### config.mk
export PLATFORM = sky130hd
export DESIGN_NAME = mdu_seq
export DESIGN_NICKNAME = d
export VERILOG_FILES = /design/src/rtl/mdu_seq.sv
export SDC_FILE = /design/constraint.sdc
export NUM_CORES = 1
export LEC_CHECK = 0
export ABC_AREA = 1
export BUFFER_PORTS_ARGS = -buffer_cell sky130_fd_sc_hd__buf_2
export CAP_MARGIN = 20
export CORE_AREA = 4 4 219 221
export CTS_CLUSTER_DIAMETER = 40
export DETAILED_ROUTE_END_ITERATION = 10
export DIE_AREA = 0 0 223 225
export PLACE_DENSITY = 0.63
export SYNTH_ARGS = -nofsm -noshare
export SYNTH_HDL_FRONTEND = slang
export SYNTH_SLANG_ARGS = --single-unit
export TNS_END_PERCENT = 30
### constraint.sdc
create_clock -name CLK -period 2.27 [get_ports CLK]
set_input_delay 0.1135 -clock CLK [delete_from_list [all_inputs] [get_ports CLK]]
set_output_delay 0.1135 -clock CLK [all_outputs]
set_load 0.02 [all_outputs]
### src/rtl/mdu_seq.sv
// Sequential MIPS multiply/divide unit: shift-add multiply, restoring divide, HI/LO.
// Optional single-cycle multiplier path selected by MDU_FAST_MUL_EN.
module mdu_seq #(
    parameter int WIDTH = 32,
    parameter int CNT_W = 6
) (
    input  logic             CLK,
    input  logic             RST_N,
    input  logic             start,
    input  logic [5:0]       op,
    input  logic [WIDTH-1:0] A,
    input  logic [WIDTH-1:0] B,
    input  logic             cancel,
    output logic             busy,
    output logic             done,
    output logic             div_zero,
    output logic [WIDTH-1:0] HI,
    output logic [WIDTH-1:0] LO
);
    localparam logic [1:0] IDLE = 2'd0;
    localparam logic [1:0] MUL  = 2'd1;
    localparam logic [1:0] DIV  = 2'd2;
    localparam logic [1:0] FIX  = 2'd3;

    localparam logic [5:0] OP_MULT  = 6'b011000;
    localparam logic [5:0] OP_MULTU = 6'b011001;
    localparam logic [5:0] OP_DIV   = 6'b011010;
    localparam logic [5:0] OP_DIVU  = 6'b011011;
    localparam logic [5:0] OP_MTHI  = 6'b010001;
    localparam logic [5:0] OP_MTLO  = 6'b010011;

    localparam logic [CNT_W-1:0] LAST = CNT_W'(WIDTH - 1);

    logic [1:0]         state_q, state_d;
    logic [CNT_W-1:0]   cnt_q, cnt_d;
    logic [2*WIDTH-1:0] acc_q, acc_d;
    logic [WIDTH-1:0]   opnd_q, opnd_d;
    logic               neg_q, neg_d;
    logic               rneg_q, rneg_d;
    logic               isdiv_q, isdiv_d;
    logic [WIDTH-1:0]   hi_q, hi_d;
    logic [WIDTH-1:0]   lo_q, lo_d;
    logic               done_q, done_d;
    logic               ack_q, ack_d;
    logic               dz_q, dz_d;

    logic               go, sgn, is_mul, is_div;
    logic [WIDTH-1:0]   mag_a, mag_b;
    logic [WIDTH:0]     mul_sum, trial, diff;
    logic               ge;
    logic [WIDTH-1:0]   rem_n, quo, rem;
    logic [2*WIDTH-1:0] mul_next, div_next, prod;

    assign go     = start && (state_q == IDLE) && !cancel;
    assign sgn    = (op == OP_MULT) || (op == OP_DIV);
    assign is_mul = (op == OP_MULT) || (op == OP_MULTU);
    assign is_div = (op == OP_DIV) || (op == OP_DIVU);
    assign mag_a  = (sgn && A[WIDTH-1]) ? -A : A;
    assign mag_b  = (sgn && B[WIDTH-1]) ? -B : B;

    // multiplier sits in the low half and is consumed LSB first
    assign mul_sum  = {1'b0, acc_q[2*WIDTH-1:WIDTH]}
                    + (acc_q[0] ? {1'b0, opnd_q} : '0);
    assign mul_next = {mul_sum, acc_q[WIDTH-1:1]};

    // remainder in the high half, dividend shifts out / quotient shifts in below
    assign trial    = {acc_q[2*WIDTH-1:WIDTH], acc_q[WIDTH-1]};
    assign diff     = trial - {1'b0, opnd_q};
    assign ge       = trial >= {1'b0, opnd_q};
    assign rem_n    = ge ? diff[WIDTH-1:0] : trial[WIDTH-1:0];
    assign div_next = {rem_n, acc_q[WIDTH-2:0], ge};

    assign prod = neg_q ? -acc_q : acc_q;
    assign quo  = neg_q ? -acc_q[WIDTH-1:0] : acc_q[WIDTH-1:0];
    assign rem  = rneg_q ? -acc_q[2*WIDTH-1:WIDTH] : acc_q[2*WIDTH-1:WIDTH];

`ifdef MDU_FAST_MUL_EN
    logic [2*WIDTH-1:0] fast_prod;
    assign fast_prod = {{WIDTH{1'b0}}, opnd_q} * {{WIDTH{1'b0}}, acc_q[WIDTH-1:0]};
`endif

    always_comb begin
        state_d = state_q;
        cnt_d   = cnt_q;
        acc_d   = acc_q;
        opnd_d  = opnd_q;
        neg_d   = neg_q;
        rneg_d  = rneg_q;
        isdiv_d = isdiv_q;
        hi_d    = hi_q;
        lo_d    = lo_q;
        dz_d    = dz_q;
        ack_d   = 1'b0;
        done_d  = ack_q;
        unique case (state_q)
            IDLE: begin
                if (go && is_mul) begin
                    state_d = MUL;
                    cnt_d   = '0;
                    acc_d   = {{WIDTH{1'b0}}, mag_b};
                    opnd_d  = mag_a;
                    neg_d   = sgn && (A[WIDTH-1] ^ B[WIDTH-1]);
                    rneg_d  = 1'b0;
                    isdiv_d = 1'b0;
                    dz_d    = 1'b0;
                end else if (go && is_div) begin
                    if (B == '0) begin
                        dz_d  = 1'b1;
                        ack_d = 1'b1;
                    end else begin
                        state_d = DIV;
                        cnt_d   = '0;
                        acc_d   = {{WIDTH{1'b0}}, mag_a};
                        opnd_d  = mag_b;
                        neg_d   = sgn && (A[WIDTH-1] ^ B[WIDTH-1]);
                        rneg_d  = sgn && A[WIDTH-1];
                        isdiv_d = 1'b1;
                        dz_d    = 1'b0;
                    end
                end else if (go && (op == OP_MTHI)) begin
                    hi_d  = A;
                    ack_d = 1'b1;
                    dz_d  = 1'b0;
                end else if (go && (op == OP_MTLO)) begin
                    lo_d  = A;
                    ack_d = 1'b1;
                    dz_d  = 1'b0;
                end
            end
            MUL: begin
`ifdef MDU_FAST_MUL_EN
                acc_d   = fast_prod;
                state_d = FIX;
`else
                acc_d = mul_next;
                cnt_d = cnt_q + CNT_W'(1);
                if (cnt_q == LAST) state_d = FIX;
`endif
            end
            DIV: begin
                acc_d = div_next;
                cnt_d = cnt_q + CNT_W'(1);
                if (cnt_q == LAST) state_d = FIX;
            end
            FIX: begin
                state_d = IDLE;
                done_d  = 1'b1;
                if (isdiv_q) begin
                    hi_d = rem;
                    lo_d = quo;
                end else begin
                    hi_d = prod[2*WIDTH-1:WIDTH];
                    lo_d = prod[WIDTH-1:0];
                end
            end
            default: state_d = IDLE;
        endcase
        // flush drops the operation without touching HI/LO
        if (cancel && (state_q != IDLE)) begin
            state_d = IDLE;
            hi_d    = hi_q;
            lo_d    = lo_q;
            done_d  = ack_q;
        end
    end

    always_ff @(posedge CLK or negedge RST_N) begin
        if (!RST_N) begin
            state_q <= IDLE;
            cnt_q   <= '0;
            acc_q   <= '0;
            opnd_q  <= '0;
            neg_q   <= 1'b0;
            rneg_q  <= 1'b0;
            isdiv_q <= 1'b0;
            hi_q    <= '0;
            lo_q    <= '0;
            done_q  <= 1'b0;
            ack_q   <= 1'b0;
            dz_q    <= 1'b0;
        end else begin
            state_q <= state_d;
            cnt_q   <= cnt_d;
            acc_q   <= acc_d;
            opnd_q  <= opnd_d;
            neg_q   <= neg_d;
            rneg_q  <= rneg_d;
            isdiv_q <= isdiv_d;
            hi_q    <= hi_d;
            lo_q    <= lo_d;
            done_q  <= done_d;
            ack_q   <= ack_d;
            dz_q    <= dz_d;
        end
    end

    assign busy     = (state_q != IDLE);
    assign done     = done_q;
    assign div_zero = dz_q;
    assign HI       = hi_q;
    assign LO       = lo_q;
endmodule
==> results.yml, run 1 <==
outcome:
  status: "finished, violations left"
  violations: "negative setup slack"
clock_tree:
  cts_max_path_buffers: 2
  cts_made_buffers: 17
  htree_levels: 4
  root_buffer: "clkbuf_16"
  path_clk_slew_ps: 90
  clock_latency_ps: 480
  cts_tree: "built"
  cts_sinks: 174
timing:
  slew_violations: 0
  setup_ws_ps: -237
  fin_skew_ps: 19.2
  period_needed_ps: 2510
  max_slew.worst_pin.slew_ps: 843
  hold_viol: 0
  setup_viol_count_final: 43
  slew_headroom_pct: 43.2
  finalCritPeriodShare_pct: 110
  rsz0062_at_grt: "yes"
  max_freq_ghz: 0.399
routing:
  via_per_inst: 5.51
  drc_errors: 0
  drt_iter0_drc: 2671
  vias: 23800
  wire_per_inst_um: 20.6
  firstDrtPassIters: 6
  wirelength_um: 88800
  final_antenna_net_count: 0
placement:
  routabilityCongestion: 1.06
  place_hpwl_um: 71000
  port_buffers: 140
  dpl.cell_count: 4240
worst_hold_path:
  min_path_type: "primary input to flop"
power_and_ir_drop:
  switching_share_pct: 53.1
  power_frac_clock_pct: 9.7
  power_density_nw_per_um2: 1280
  finalPower_mw: 32.6
  power.internal_mw: 15.3
  p_comb_share_pct: 73.6
  p_sw_mw: 17.3
  seq_power_share_pct: 16.7
  irDropWorstVdd_v: 0.00105
  leakagePower_nw: 13.1
die:
  ios: 141
  fp.dieW_um: 223
  core_area_sq_um: 46200
  start_util_pct: 39.5
  num_rows: 79
  die_area_sq_um: 50200
  die_h_um: 225
yosys:
  synthArstFlopShare_pct: 100
  syn_nets: 3318
  netlist_area_sq_um: 18200
  syn_area_per_cell_sq_um: 5.76
  synth-seq-area-share_pct: 23.9
  synth_cells: 3168
  yosysTopAreaCellShare_pct: 23.9
  synth_warnings: 0
  synthTopCellsByArea: "dfrtp_1 (24%), nand2_1 (21%), nand3_1 (10%)"
  yosysUniqueCellTypes: 51
  synth_largest_area_cell: "dfrtp_1"
  synth-seq-cells: 174
  synth_flop_cell: "dfrtp_1"
  synth_edf_count: 0
setup_path:
  startpoint: "acc_q[0]"
  reg2regPathDepth: 16
  reg2reg_from: "acc_q[0]"
  arrival_ps: 2870
  crit_path_max_fanout: 8
  r2r-end: "acc_q[47]"
  critical_path_class: "flop to flop"
  cp.required_ps: 2630
  reg2reg_slack_ps: -240
  cp-end-kind: "flop"
  endpoint: "acc_q[47]"
  critPathLaunchType: "flop"
global_routing:
  overflow: 0
  track_usage_pct: 33.4
  grt_pass1_vias: 21900
  grt_pass1_wl_um: 128000
  grt_antenna_before_repair: 3
  grt_max_degree: 81
finish:
  drive_above_1_share_pct: 26.8
  mostFrequentLayoutCells: "nand2_1 (970), buf_4 (425), inv_1 (381), nand3_1 (348), nor2_1 (326)"
  nFillCells: 4635
  final_common_cell: "nand2_1"
  areaGrowthSynthToFinish_pct: 39.7
  final_cells: 4310
  final_nets: 3838
run:
  max_cap_viol_count: 0
## sequential cells by signal, summed over array words and instances (netlist names)
register  count
acc_q        64
HI           32
LO           32
opnd_q       32
cnt_q         6
state_q       2
ack_q         1
div_zero      1
done          1
isdiv_q       1
neg_q         1
rneg_q        1
## power groups by stage
stage / registers [mW] / clock network [mW] / logic (mW)
after floorplan: 5.88 / 0 / 11.2
after global placement: 5.36 / 0 / 20.8
after detailed placement: 5.37 / 0 / 20.9
after CTS: 5.35 / 3.17 / 21.9
after global routing: 5.58 / 3.30 / 25.8
final: 5.44 / 3.16 / 24.0
## kinds of logic after synthesis
kind of cell	count (synthesis)	share of synthesized area, %
AO/OA/AOI/OAI	435	13.6
buffers and inverters	525	11.3
AND/OR/NAND/NOR	1911	43.7
adder cells (fa/ha/maj)	76	5.29
multiplexers	1	0.0549
XOR/XNOR	46	2.21
flip-flops	174	23.9
## layer usage
layer | vias up | global-route usage [%] | wire (um)
met5 | - | 0 | 34
met1 | 10800 | 43.0 | 34700
met3 | 325 | 5.52 | 8240
met2 | 1302 | 52.6 | 38900
li1 | 11300 | - | -
met4 | 6 | 20.4 | 6830
## per-stage QoR
step                      area [sq um]  hold WS [ps]  setup WS, ps  util, %  TNS [ps]
after floorplan                  18200          -182         0.161        -         0
after global placement           22700         -40.1          -208     49.2     -5780
after detailed placement         22700         -43.1          -220     49.2     -6280
after CTS                        24100          1.26          -116     52.3      -799
after global routing             25500          25.1          -363     55.2    -11230
final                            25500          5.55          -237     55.2     -4290
## worst min-delay path by stage
stage	startpoint	end	slack (ps)	cells past startpoint
6_report	B[0]	opnd_q[0]	6	4
3_3_place_gp	RST_N	LO[10]	-40	1
3_5_place_dp	RST_N	LO[10]	-40	1
4_1_cts	B[0]	opnd_q[0]	1	4
5_1_grt	B[0]	opnd_q[0]	30	4
2_1_floorplan	RST_N	HI[0]	-180	0
## cell type report
cell class | instances | area, sq um | share of cell area (%)
Sequential cell | 174 | 4360 | 17.1
Clock inverter | 15 | 190 | 0.746
Inverter | 419 | 1570 | 6.17
Tap cell | 607 | 759 | 2.98
Antenna cell | 2 | 5.00 | 0.0196
Multi-Input combinational cell | 2469 | 13500 | 53.2
Timing Repair Buffer | 607 | 4620 | 18.1
Clock buffer | 17 | 425 | 1.67
## cells in the mapped netlist, types with 3 or more instances
library cell	number
nor4_1	5
buf_2	22
inv_2	6
o21ai_1	10
inv_1	411
dfrtp_1	174
ha_1	74
o21a_1	5
o22ai_1	38
nor2_2	8
buf_6	3
buf_1	11
o221ai_1	3
a21oi_1	143
and2_1	5
o21bai_1	6
clkbuf_1	61
o211ai_1	28
o21ai_0	146
nand2_1	1040
a21boi_1	4
or2_2	9
nor3_1	22
a31oi_1	31
o211ai_2	8
buf_4	9
xor2_1	31
xnor2_1	15
nor2_1	375
o21ai_2	4
nand4_1	45
nand3b_1	13
nand3_1	376
## what timing repair did
item | in CTS | in global routing
pin swaps | 11 | 61
setup buffers | 6 | 26
endpoints found under the hold margin | 174 | 0
endpoints found under the setup margin | 49 | 133
gates cloned | 0 | 4
hold buffers | 1 | 0
gates resized for setup | 158 | 260
## worst max-delay path, cell delays in order (launching register included)
cell and delay, ps:
dfrtp_2 500, buf_12 180, nand2_4 50, inv_2 40
ha_4 160, fa_2 400, nand2_2 80, nand2_2 60
and2_4 180, a21oi_4 200, nor2_4 70, nor2_4 120
nand2_2 60, nand3_2 110, nand2_1 60, nand2_1 50
nand2_1 70
(Power assumes the default switching activity.)
==> run 2, diff against run 1 <==
Settings changed: CAP_MARGIN 20 to 30, CORE_AREA 4 4 219 221 to 4 4 207 209, DIE_AREA 0 0 223 225 to 0 0 211 213, PLACE_DENSITY 0.63 to 0.68.
==> results.yml, run 2 (synthesized netlist as in run 1, its figures left out) <==
outcome:
  status: "finished, violations left"
  violations: "negative setup slack"
finish:
  areaGrowthSynthToFinish_pct: 40.0
  final_nets: 3846
  final_cells: 4244
  top_register: "acc_q"
  final_util_pct: 62.5
  final_common_cell: "nand2_1"
  nFillCells: 3818
  mostFrequentLayoutCells: "nand2_1 (946), buf_4 (421), inv_1 (378), nand3_1 (346), nor2_1 (319)"
  drive_above_1_share_pct: 27.6
  largest_reg_flops: 64
setup_path:
  max_stage_delay_ps: 440
  reg2reg_from: "opnd_q[1]"
  crit_chain: "inv_2 > ha_1 > buf_4 > nand3b_1 > nor2_1 > nand2_1 > nand2_2 > nor2_4 > nand2_8 > buf_12 > buf_16 > nand2_4 > nand3_2 > nand2_2 > nand2_1 > nand2_1"
  reg2regPathDepth: 16
  worst_path_max_delay_cell: "dfrtp_2"
  arrival_ps: 2840
  r2r-end: "acc_q[55]"
  cp.required_ps: 2720
  endpoint: "acc_q[55]"
  startpoint: "opnd_q[1]"
  critPathLaunchType: "flop"
  crit_top_cell: "nand2_1"
  cp-end-kind: "flop"
  crit_path_max_fanout: 6
  critical_path_class: "flop to flop"
  reg2reg_slack_ps: -120
timing:
  rsz0062_at_grt: "yes"
  hold_viol: 0
  setup_ws_ps: -124
  max_freq_ghz: 0.418
  finalCritPeriodShare_pct: 105
  max_slew.worst_pin.slew_ps: 628
  setup_viol_count_final: 33
  fin_skew_ps: 11.9
  period_needed_ps: 2390
  slew_violations: 0
  slew_headroom_pct: 58.1
power_and_ir_drop:
  leakagePower_nw: 13.1
  power_density_nw_per_um2: 1320
  finalPower_mw: 33.6
  irDropWorstVdd_v: 0.000790
clock_tree:
  cts_tree: "built"
  clock_latency_ps: 510
  cts_sinks: 174
  htree_levels: 4
  root_buffer: "clkbuf_16"
  path_clk_slew_ps: 80
  cts_made_buffers: 17
  cts_max_path_buffers: 2
routing:
  wirelength_um: 92100
  vias: 24400
  via_per_inst: 5.76
  firstDrtPassIters: 6
  drt_iter0_drc: 2819
  final_antenna_net_count: 0
  wire_per_inst_um: 21.7
  drc_errors: 0
placement:
  place_hpwl_um: 72700
  port_buffers: 140
  routabilityCongestion: 1.09
  dpl.cell_count: 4162
die:
  die_h_um: 213
  num_rows: 74
  die_area_sq_um: 44900
  ios: 141
  start_util_pct: 44.7
  core_area_sq_um: 40800
  fp.dieW_um: 211
global_routing:
  grt_pass1_vias: 23100
  track_usage_pct: 39.5
  grt_pass1_wl_um: 135000
  grt_antenna_before_repair: 4
  grt_max_degree: 81
  overflow: 0
run:
  max_cap_viol_count: 0
worst_hold_path:
  min_path_type: "primary input to flop"
run 2: worst min path at each step:
stage | slack [ps] | end | from | depth (start not counted)
detailed placement | 80 | LO[7] | RST_N | 1
CTS | 3 | opnd_q[0] | B[0] | 3
global placement | 60 | LO[7] | RST_N | 1
global route | 50 | opnd_q[15] | A[15] | 4
floorplan | -180 | HI[0] | RST_N | 0
finish | 30 | opnd_q[10] | A[10] | 4
run 2: repair_timing:
item	4_1_cts	5_1_grt
hold buffers	10	0
gates resized for setup	225	206
cloned	3	2
buffers inserted	19	13
endpoints found under the hold margin	107	0
setup endpoints to repair	81	125
pin swaps	27	32
run 2: final cells by class:
type / count / area (sq um) / area share, %
sequential: 174 / 4370 / 17.1
timing repair buffer: 615 / 4820 / 18.9
clock buffer: 20 / 457 / 1.79
tap: 532 / 666 / 2.61
antenna: 3 / 7.51 / 0.0294
multi-input combinational: 2469 / 13500 / 52.8
clock inverter: 12 / 149 / 0.583
inverter: 419 / 1580 / 6.18
run 2: worst max-delay path: cells and delay by family, from the launching register on:
kind	cells	cell delay, ps
fa+ha+maj	1	310
buf+inv	4	520
flops	1	440
simple gates	11	1060
run 2: routing by layer:
metal	up-vias	track usage (%)	wire [um]
li1	11300	-	-
met1	11400	48.2	34900
met2	1394	60.7	40100
met3	360	10.1	9500
met4	2	28.2	7720
met5	-	0	12
run 2: per-stage QoR:
stage                     worst slack, ps  cell area (sq um)  setup TNS, ps  hold slack, ps
after floorplan                     0.161              18200              0            -182
after global placement               -453              22700         -10830            64.8
after detailed placement             -467              22700         -12720            79.2
after CTS                           -22.9              24700          -59.6            3.16
after global routing                 -216              25500          -7330            47.2
final                                -124              25500          -1480            34.9
run 2: power by group:
part / internal (mW) / total (mW) / switching (mW)
Sequential: 4.40 / 5.52 / 1.12
Clock: 1.71 / 3.21 / 1.51
Combinational: 9.83 / 24.9 / 15.1
